`src/rtl/writeback_stage_pipelined.sv`:
```
// PSRV32 writeback stage: one-entry MEM/WB register, result select, load alignment, RF write port.
// Optional retire counter enabled by defining WB_RETIRE_CNT_EN.
module writeback_stage_pipelined #(
  parameter int XLEN       = 32,
  parameter int REG_ADDR_W = 5,
  parameter int LSB_W      = $clog2(XLEN/8)
) (
  input  logic                  clk_i,
  input  logic                  reset_i,
  input  logic                  valid_i,
  output logic                  ready_o,
  input  logic                  flush_i,
  input  logic [XLEN-1:0]       data_read_i,
  input  logic [XLEN-1:0]       alu_result_i,
  input  logic [XLEN-1:0]       pc_i,
  input  logic [XLEN-1:0]       imm_i,
  input  logic [1:0]            mem_to_reg_i,
  input  logic [1:0]            load_size_i,
  input  logic                  load_unsigned_i,
  input  logic [LSB_W-1:0]      addr_lsb_i,
  input  logic [REG_ADDR_W-1:0] rd_addr_i,
  input  logic                  reg_write_i,
  input  logic                  rf_ready_i,
  output logic                  rf_we_o,
  output logic [REG_ADDR_W-1:0] rf_waddr_o,
  output logic [XLEN-1:0]       rf_wdata_o,
  output logic                  retire_o,
  output logic [63:0]           retire_cnt_o
);

  logic                  r_occ;
  logic [XLEN-1:0]       r_data;
  logic [XLEN-1:0]       r_alu;
  logic [XLEN-1:0]       r_pc;
  logic [XLEN-1:0]       r_imm;
  logic [1:0]            r_sel;
  logic [1:0]            r_size;
  logic                  r_uns;
  logic [LSB_W-1:0]      r_lsb;
  logic [REG_ADDR_W-1:0] r_rd;
  logic                  r_we;

  logic w_wr_req;
  logic w_retire;
  logic w_ready;
  logic w_capture;

  // Offset is forced to the natural alignment of the access size; D on XLEN=32 degenerates to W.
  function automatic logic [XLEN-1:0] align_load(input logic [XLEN-1:0]  data,
                                                 input logic [1:0]       size,
                                                 input logic             uns,
                                                 input logic [LSB_W-1:0] lsb);
    logic [LSB_W-1:0] off;
    logic [XLEN-1:0]  sh;
    logic             ext;
    logic [XLEN-1:0]  res;
    case (size)
      2'b00:   off = lsb;
      2'b01:   off = lsb & ~LSB_W'(1);
      2'b10:   off = lsb & ~LSB_W'(3);
      default: off = '0;
    endcase
    sh = data >> {off, 3'b000};
    case (size)
      2'b00:   ext = !uns && sh[7];
      2'b01:   ext = !uns && sh[15];
      2'b10:   ext = !uns && sh[31];
      default: ext = 1'b0;
    endcase
    res = {XLEN{ext}};
    case (size)
      2'b00:   res[7:0]  = sh[7:0];
      2'b01:   res[15:0] = sh[15:0];
      2'b10:   res[31:0] = sh[31:0];
      default: res       = sh;
    endcase
    return res;
  endfunction

  function automatic logic [XLEN-1:0] select_result(input logic [1:0]      sel,
                                                    input logic [XLEN-1:0] alu,
                                                    input logic [XLEN-1:0] ld,
                                                    input logic [XLEN-1:0] pc,
                                                    input logic [XLEN-1:0] imm);
    case (sel)
      2'b00:   return alu;
      2'b01:   return ld;
      2'b10:   return pc + XLEN'(4);
      default: return imm;
    endcase
  endfunction

  assign w_wr_req  = r_occ && r_we && (r_rd != '0);
  assign w_retire  = r_occ && !flush_i && !reset_i && (rf_ready_i || !w_wr_req);
  assign w_ready   = !r_occ || w_retire;
  assign w_capture = valid_i && w_ready && !flush_i;

  assign ready_o    = w_ready;
  assign retire_o   = w_retire;
  assign rf_we_o    = w_wr_req && rf_ready_i && !flush_i && !reset_i;
  assign rf_waddr_o = r_rd;
  assign rf_wdata_o = select_result(r_sel, r_alu,
                                    align_load(r_data, r_size, r_uns, r_lsb),
                                    r_pc, r_imm);

  // MEM/WB register: a retiring entry may be replaced by a new capture in the same cycle
  always_ff @(posedge clk_i) begin
    if (reset_i) begin
      r_occ  <= 1'b0;
      r_data <= '0;
      r_alu  <= '0;
      r_pc   <= '0;
      r_imm  <= '0;
      r_sel  <= '0;
      r_size <= '0;
      r_uns  <= 1'b0;
      r_lsb  <= '0;
      r_rd   <= '0;
      r_we   <= 1'b0;
    end else begin
      if (flush_i) begin
        r_occ <= 1'b0;
      end else if (w_capture) begin
        r_occ <= 1'b1;
      end else if (w_retire) begin
        r_occ <= 1'b0;
      end
      if (w_capture) begin
        r_data <= data_read_i;
        r_alu  <= alu_result_i;
        r_pc   <= pc_i;
        r_imm  <= imm_i;
        r_sel  <= mem_to_reg_i;
        r_size <= load_size_i;
        r_uns  <= load_unsigned_i;
        r_lsb  <= addr_lsb_i;
        r_rd   <= rd_addr_i;
        r_we   <= reg_write_i;
      end
    end
  end

`ifdef WB_RETIRE_CNT_EN
  logic [63:0] r_retire_cnt;

  always_ff @(posedge clk_i) begin
    if (reset_i) begin
      r_retire_cnt <= '0;
    end else if (w_retire) begin
      r_retire_cnt <= r_retire_cnt + 64'd1;
    end
  end

  assign retire_cnt_o = r_retire_cnt;
`else
  assign retire_cnt_o = 64'd0;
`endif

endmodule

```
`config.mk`:
```
export PLATFORM = sky130hd
export DESIGN_NAME = writeback_stage_pipelined
export DESIGN_NICKNAME = d
export VERILOG_FILES = /design/src/rtl/writeback_stage_pipelined.sv
export SDC_FILE = /design/constraint.sdc
export NUM_CORES = 1
export LEC_CHECK = 0
export ABC_CLOCK_PERIOD_IN_PS = 3200
export BUFFER_PORTS_ARGS = -buffer_cell sky130_fd_sc_hd__buf_4
export CAP_MARGIN = 10
export CORE_MARGIN = 3
export CORE_UTILIZATION = 51
export DETAILED_ROUTE_END_ITERATION = 16
export HOLD_SLACK_MARGIN = 0.15
export PLACE_DENSITY = 0.86
export REMOVE_ABC_BUFFERS = 1
export SYNTH_ARGS = -nofsm -noshare
export SYNTH_HDL_FRONTEND = slang
export SYNTH_SLANG_ARGS = --single-unit
```
`constraint.sdc`:
```
create_clock -name clk_i -period 3.2 [get_ports clk_i]
set_clock_uncertainty 0.2 [all_clocks]
set_input_delay 0.64 -clock clk_i [delete_from_list [all_inputs] [get_ports clk_i]]
set_output_delay 0.64 -clock clk_i [all_outputs]
set_load 0.02 [all_outputs]
```
Word level (Yosys, flattened, before mapping)
Cells that the tools add are included.
{"block": "op_classes", "mul": 0, "shift": 1, "add_sub_neg": 1, "order_cmp": 0, "reduce_logical": 25, "eq_ne": 3, "mux": 7, "n_bitwise": 0, "n_div": 0}
{"op": "one-hot mux 32 bit (3 select lines)", "count": 1}
{"op": "adder 32 x 3 -> 32 bit (second input constant)", "count": 1}
{"op": ">> shifter 32 x 5 -> 32 bit", "count": 1}
{"op": "2-to-1 mux 16 bit", "count": 1}
{"op": "logical AND 1 bit", "count": 12}
{"op": "2-to-1 mux 8 bit", "count": 1}
{"op": "zero test 1 bit", "count": 5}
{"op": "nonzero test 5 bit", "count": 1}
{"op": "equality test 2 x 1 -> 1 bit (second input constant)", "count": 2}
{"op": "zero test 2 bit", "count": 2}
{"op": "one-hot mux 2 bit (2 select lines)", "count": 1}
{"op": "OR reduction 2 bit", "count": 2}
{"op": "2-to-1 mux 1 bit", "count": 3}
{"op": "equality test 2 bit (second input constant)", "count": 1}
{"op": "logical OR 1 bit", "count": 2}
{"op": "nonzero test 2 bit", "count": 1}
{"block": "totals", "register_bits": 142, "n_memories": 0, "latch_bits": 0, "inputBits": 146, "mem_bits_ro": 0, "output_inout_bits": 104, "mem_bits_rw": 0}

Longest topological paths before layout
{"block": "depth", "ltp_word": 9, "depth_mapped": 8, "ltp_nobuf": 6}

Worst setup path before layout
No wires, ideal clock.
{"block": "synth_timing", "path_type": "reg2out", "start": "register r_lsb[1]", "end": "output port rf_wdata_o[10]", "required_time_ns": 2.360, "path_buffers": 1, "stages_incl_launch_ff": 7, "path_slack_ns": 0.300, "arrival_time_ns": 2.060, "path_cell_list": "dfxtp_1 > nor2b_1 > buf_1 > a311o_1 > o22ai_2 > o221ai_1 > a221oi_1"}
{"block": "synth_via", "elab_chain_len": 6, "word_cells_on_any_way": 7, "classes_between": "1 x shift; 4 x mux; 2 x reduce/logical"}
{"element": "start, declared", "line_no": "39", "text": "logic [LSB_W-1:0] r_lsb;"}
{"element": "start signal, assigned", "line_no": "136", "text": "r_lsb <= addr_lsb_i;"}
{"element": "one-hot mux 2 bit (2 select lines) (*)", "line_no": "57", "text": "case (size)"}
{"element": ">> shifter 32 x 5 -> 32 bit (*)", "line_no": "63", "text": "sh = data >> {off, 3'b000};"}
{"element": "logical AND 1 bit (on tied branches)", "line_no": "65, 66"}
{"element": "2-to-1 mux 1 bit"}
{"element": "2-to-1 mux 8 bit (*)", "line_no": "71", "text": "case (size)"}
{"element": "one-hot mux 32 bit (3 select lines) (*)", "line_no": "85", "text": "case (sel)"}
{"element": "end, declared", "line_no": "26", "text": "output logic [XLEN-1:0] rf_wdata_o,"}
Every way passes the cells marked *; elsewhere a longest branch is shown, timed or not.

Worst setup path in the final report
{"block": "layout_timing", "start": "register r_size[1]", "end": "output port rf_wdata_o[19]"}
{"block": "layout_via", "elab_chain_len": 7, "word_cells_on_any_way": 10, "classes_between": "1 x eq/ne; 1 x shift; 4 x mux; 4 x reduce/logical"}
{"element": "start, declared", "line_no": "37", "text": "logic [1:0] r_size;"}
{"element": "start signal, assigned", "line_no": "134", "text": "r_size <= load_size_i;"}
{"element": "equality test 2 x 1 -> 1 bit / zero test 2 bit (equally long branches)", "line_no": "57, 64, 71"}
{"element": "one-hot mux 2 bit (2 select lines)", "line_no": "57"}
{"element": ">> shifter 32 x 5 -> 32 bit", "line_no": "63"}
{"element": "logical AND 1 bit (on tied branches)", "line_no": "65, 66"}
{"element": "2-to-1 mux 1 bit"}
{"element": "2-to-1 mux 16 bit (*)", "line_no": "71"}
{"element": "one-hot mux 32 bit (3 select lines) (*)", "line_no": "85"}
Marked as above.

==> summary.txt <==
Timing
  • Tmin final: 3.26 ns
  • Final TNS setup: -0.188 ns
  • Hold WS: 0.251 ns
  • Final Hold Violating Endpoints: 0
  • Final setup viols: 5
  • RSZ-0062 raised after global routing: yes
  • Final-report max-slew violation count: 0
  • Slew headroom: 45.2%
  • Fin crit share: 102%
  • Worst Setup Slack, final: -0.0556 ns
  • Least-Margin Pin Slew: 0.822 ns
  • F_max: 0.307 GHz

Critical path
  • CP max stage cell: or4b_4
  • Reg2Reg Depth: 6
  • Critical-path cell list: or4b_4 -> a31oi_4 -> a211o_4 -> nand2_2 -> mux4_2 -> buf_6
  • CP peak stage delay: 0.57 ns
  • CP bufs+invs: 1
  • CP arrival: 2.42 ns
  • Crit start category: flip-flop
  • Crit path max-delay family: simple AND/OR/NAND/NOR gates
  • Critical Path RT: 2.36 ns
  • R2r endpoint: r_data[29]
  • Crit Path Category: reg2out
  • Max FO, Critical Path: 5
  • Worst r2r src: rf_waddr_o[4]
  • Critical Path End Type: output port
  • R2r setup slk: 0.68 ns

Synth
  • Post-synth cell types: 53
  • Synth Area in Simple Gates: 22.3%
  • Yosys reg bits: 142
  • Asr flop ratio synth: 0%
  • Post-synth EDFFs: 0
  • Share of the synthesized area in the top cell type: 38.7%
  • Avg Cell Area, Syn: 7.69 µm²
  • Sequential-to-total area share from yosys stat: 38.7%
  • Top_reg_cell synth: dfxtp_1
  • Post-synthesis mux area share: 6.79%
  • Largest family of logic cells by synthesized area: simple AND/OR/NAND/NOR gates
  • Netlist Area Pre-Place: 0.00735 mm²
  • Synth area leader: dfxtp_1
  • Post-synthesis adder-cell area fraction: 0.170%
  • Mapped Cells: 956
  • XOR/XNOR Fraction of Synth Area: 1.67%
  • Cell with the most instances after synthesis: nand2_1
  • Post-synthesis compound-gate area fraction: 18.6%
  • Top cells by area, synth: dfxtp_1, nand2_1, a21oi_1
  • List of most frequent post-synthesis cells: nand2_1, a21oi_1, dfxtp_1
  • Ys Warns: 0

Power
  • Pwr/cell area: 499 mW/mm²
  • Lkg Pwr: 3.94 nW
  • Worst VDD drop: 433 µV

Die
  • Initial Util: 52.5%
  • Core box area: 0.0140 mm²
  • Die H: 126 µm
  • # rows: 43
  • Chip Width: 126 µm
  • Die area: 0.0159 mm²
  • Top Ports: 250

CTS
  • Reg clk slew, reported paths: 0.06 ns
  • Worst skew pair latency: 0.43 ns
  • CTS root buf: clkbuf_16
  • CTS tree: built
  • CTS Buf Count: 17
  • Longest Clk Path Bufs: 2
  • Clock sink count: 142
  • # H-tree levels: 4
  • Hold-fix buffers, CTS: 0

Routing
  • Iteration-0 DRC Markers: 620
  • Wirelength per Cell: 17.5 µm
  • Via-to-Cell Ratio: 5.56
  • Routed Antenna Nets: 0
  • Detailed Routing Iterations Pass 1: 5
  • # DRC: 0
  • Vias post-DR: 7334
  • Final wirelength: 23100 µm

Global routing
  • GR Overflow Total: 0
  • Tot GR Track Use: 27.2%
  • Pin count of the biggest net entering global routing: 77
  • Initial antenna violation count: 0
  • First-pass GRT wire length: 34600 µm
  • Vias in the first global route: 6803

Layout
  • Multi-input logic area: 0.00418 mm²
  • FF/Latch Area: 0.00287 mm²
  • Fillers: 1102
  • Final Net Count: 1274
  • Share of post-route cells with drive strength above 1: 29.6%
  • Area grow syn2layout: 32.0%
  • Diode count: 0

Hold path
  • WHS Endpoint: r_imm[7]
  • Hold depth: 2
  • Worst Hold Class: reg2reg
  • Hold path start: r_imm[7]

Run status
  • Status: finished, violations left
  • Failing checks: negative setup slack

Flow run
  • Max-cap violations: 0

Placed design
  • DPL Wire Length: 15700 µm
  • RD Place Congestion: 0.868
  • I/O Buffers: 185
[cell usage in the layout (no fill, tap or decap), types with 7 or more instances in the layout]
master     instances
a21oi_1          148
buf_4            202
buf_6             15
clkbuf_16         17
conb_1            64
dfxtp_1          127
dfxtp_2           12
inv_1              7
mux4_2            18
nand2_1          306
nand3_1           10
nor2_1            24
o21ai_0           23
xnor2_1            8
[cells by family after synthesis]
kind of cell / after synthesis
other cells: 1
simple gates: 396
flops: 142
compound gates: 235
fa+ha+maj: 1
xor+xnor: 14
buf+inv: 140
mux: 27
[report_power, final]
group | switching (mW) | internal (mW) | total [mW]
registers | 0.0725 | 1.85 | 1.92
clock network | 0.774 | 1.36 | 2.13
logic | 0.440 | 0.348 | 0.787
[worst max path at each step]
stage / startpoint / to / slack [ns] / depth (start not counted)
floorplan: rf_waddr_o[4] / r_alu[0] / -0.87 / 5
global placement: r_pc[2] / rf_wdata_o[28] / 0.27 / 7
detailed placement: r_pc[2] / rf_wdata_o[28] / 0.23 / 7
CTS: r_size[1] / rf_wdata_o[19] / -0.04 / 6
global route: r_pc[3] / rf_wdata_o[28] / -0.1 / 7
finish: r_size[1] / rf_wdata_o[19] / -0.06 / 6
[state kept, by name (all words and copies together), names as in the netlist]
register / count
r_uns: 1
rf_waddr_o: 5
r_occ: 1
r_we: 1
r_alu: 32
r_data: 32
r_lsb: 2
r_size: 2
r_imm: 32
r_pc: 32
r_sel: 2
[stage by stage]
| stage | setup slack (ns) | power (mW) | instances | cell area (µm²) | util [%] |
|---|---|---|---|---|---|
| 2_1_floorplan | -0.870 | 2.33 | 886 | 6750 | - |
| 3_3_place_gp | 0.271 | 2.66 | 1274 | 8590 | 61.4 |
| 3_5_place_dp | 0.231 | 2.67 | 1274 | 8590 | 61.4 |
| 4_1_cts | -0.0351 | 4.81 | 1314 | 9480 | 67.8 |
| 5_1_grt | -0.0960 | 5.00 | 1319 | 9700 | 69.4 |
| 6_report | -0.0556 | 4.84 | 1319 | 9700 | 69.4 |
[routing by layer]
layer / GRT usage, % / vias up / wire [µm] / part of all wire (%)
li1: - / 3476 / - / -
met1: 33.5 / 3410 / 9180 / 40
met2: 45.5 / 398 / 11100 / 48
met3: 7.12 / 50 / 2100 / 9.1
met4: 11.0 / 0 / 648 / 2.8
met5: 0 / - / 0 / 0
[cell type report]
cell class | instances | share of cell area [%]
timing repair buffer | 222 | 18.2
sequential | 142 | 29.6
multi-input combinational | 737 | 43.1
clock inverter | 10 | 1.66
inverter | 7 | 0.271
tap | 180 | 2.32
clock buffer | 21 | 4.85
[worst reg2reg max path, delay by kind of cell, from the launching register on]
kind	cells	cell delay [ns]
AOI/OAI and AO/OA	2	0.46
buffers and inverters	1	0.31
DFF	1	0.32
and+or+nand+nor	3	1.16
[what timing repair did]
item / 4_1_cts / 5_1_grt
resized for setup: 56 / 43
setup endpoints to repair: 29 / 28
pin swaps: 13 / 10
setup buffers: 7 / 5
cloned: 2 / 0
Note: power is estimated with default switching activity, not from simulation.
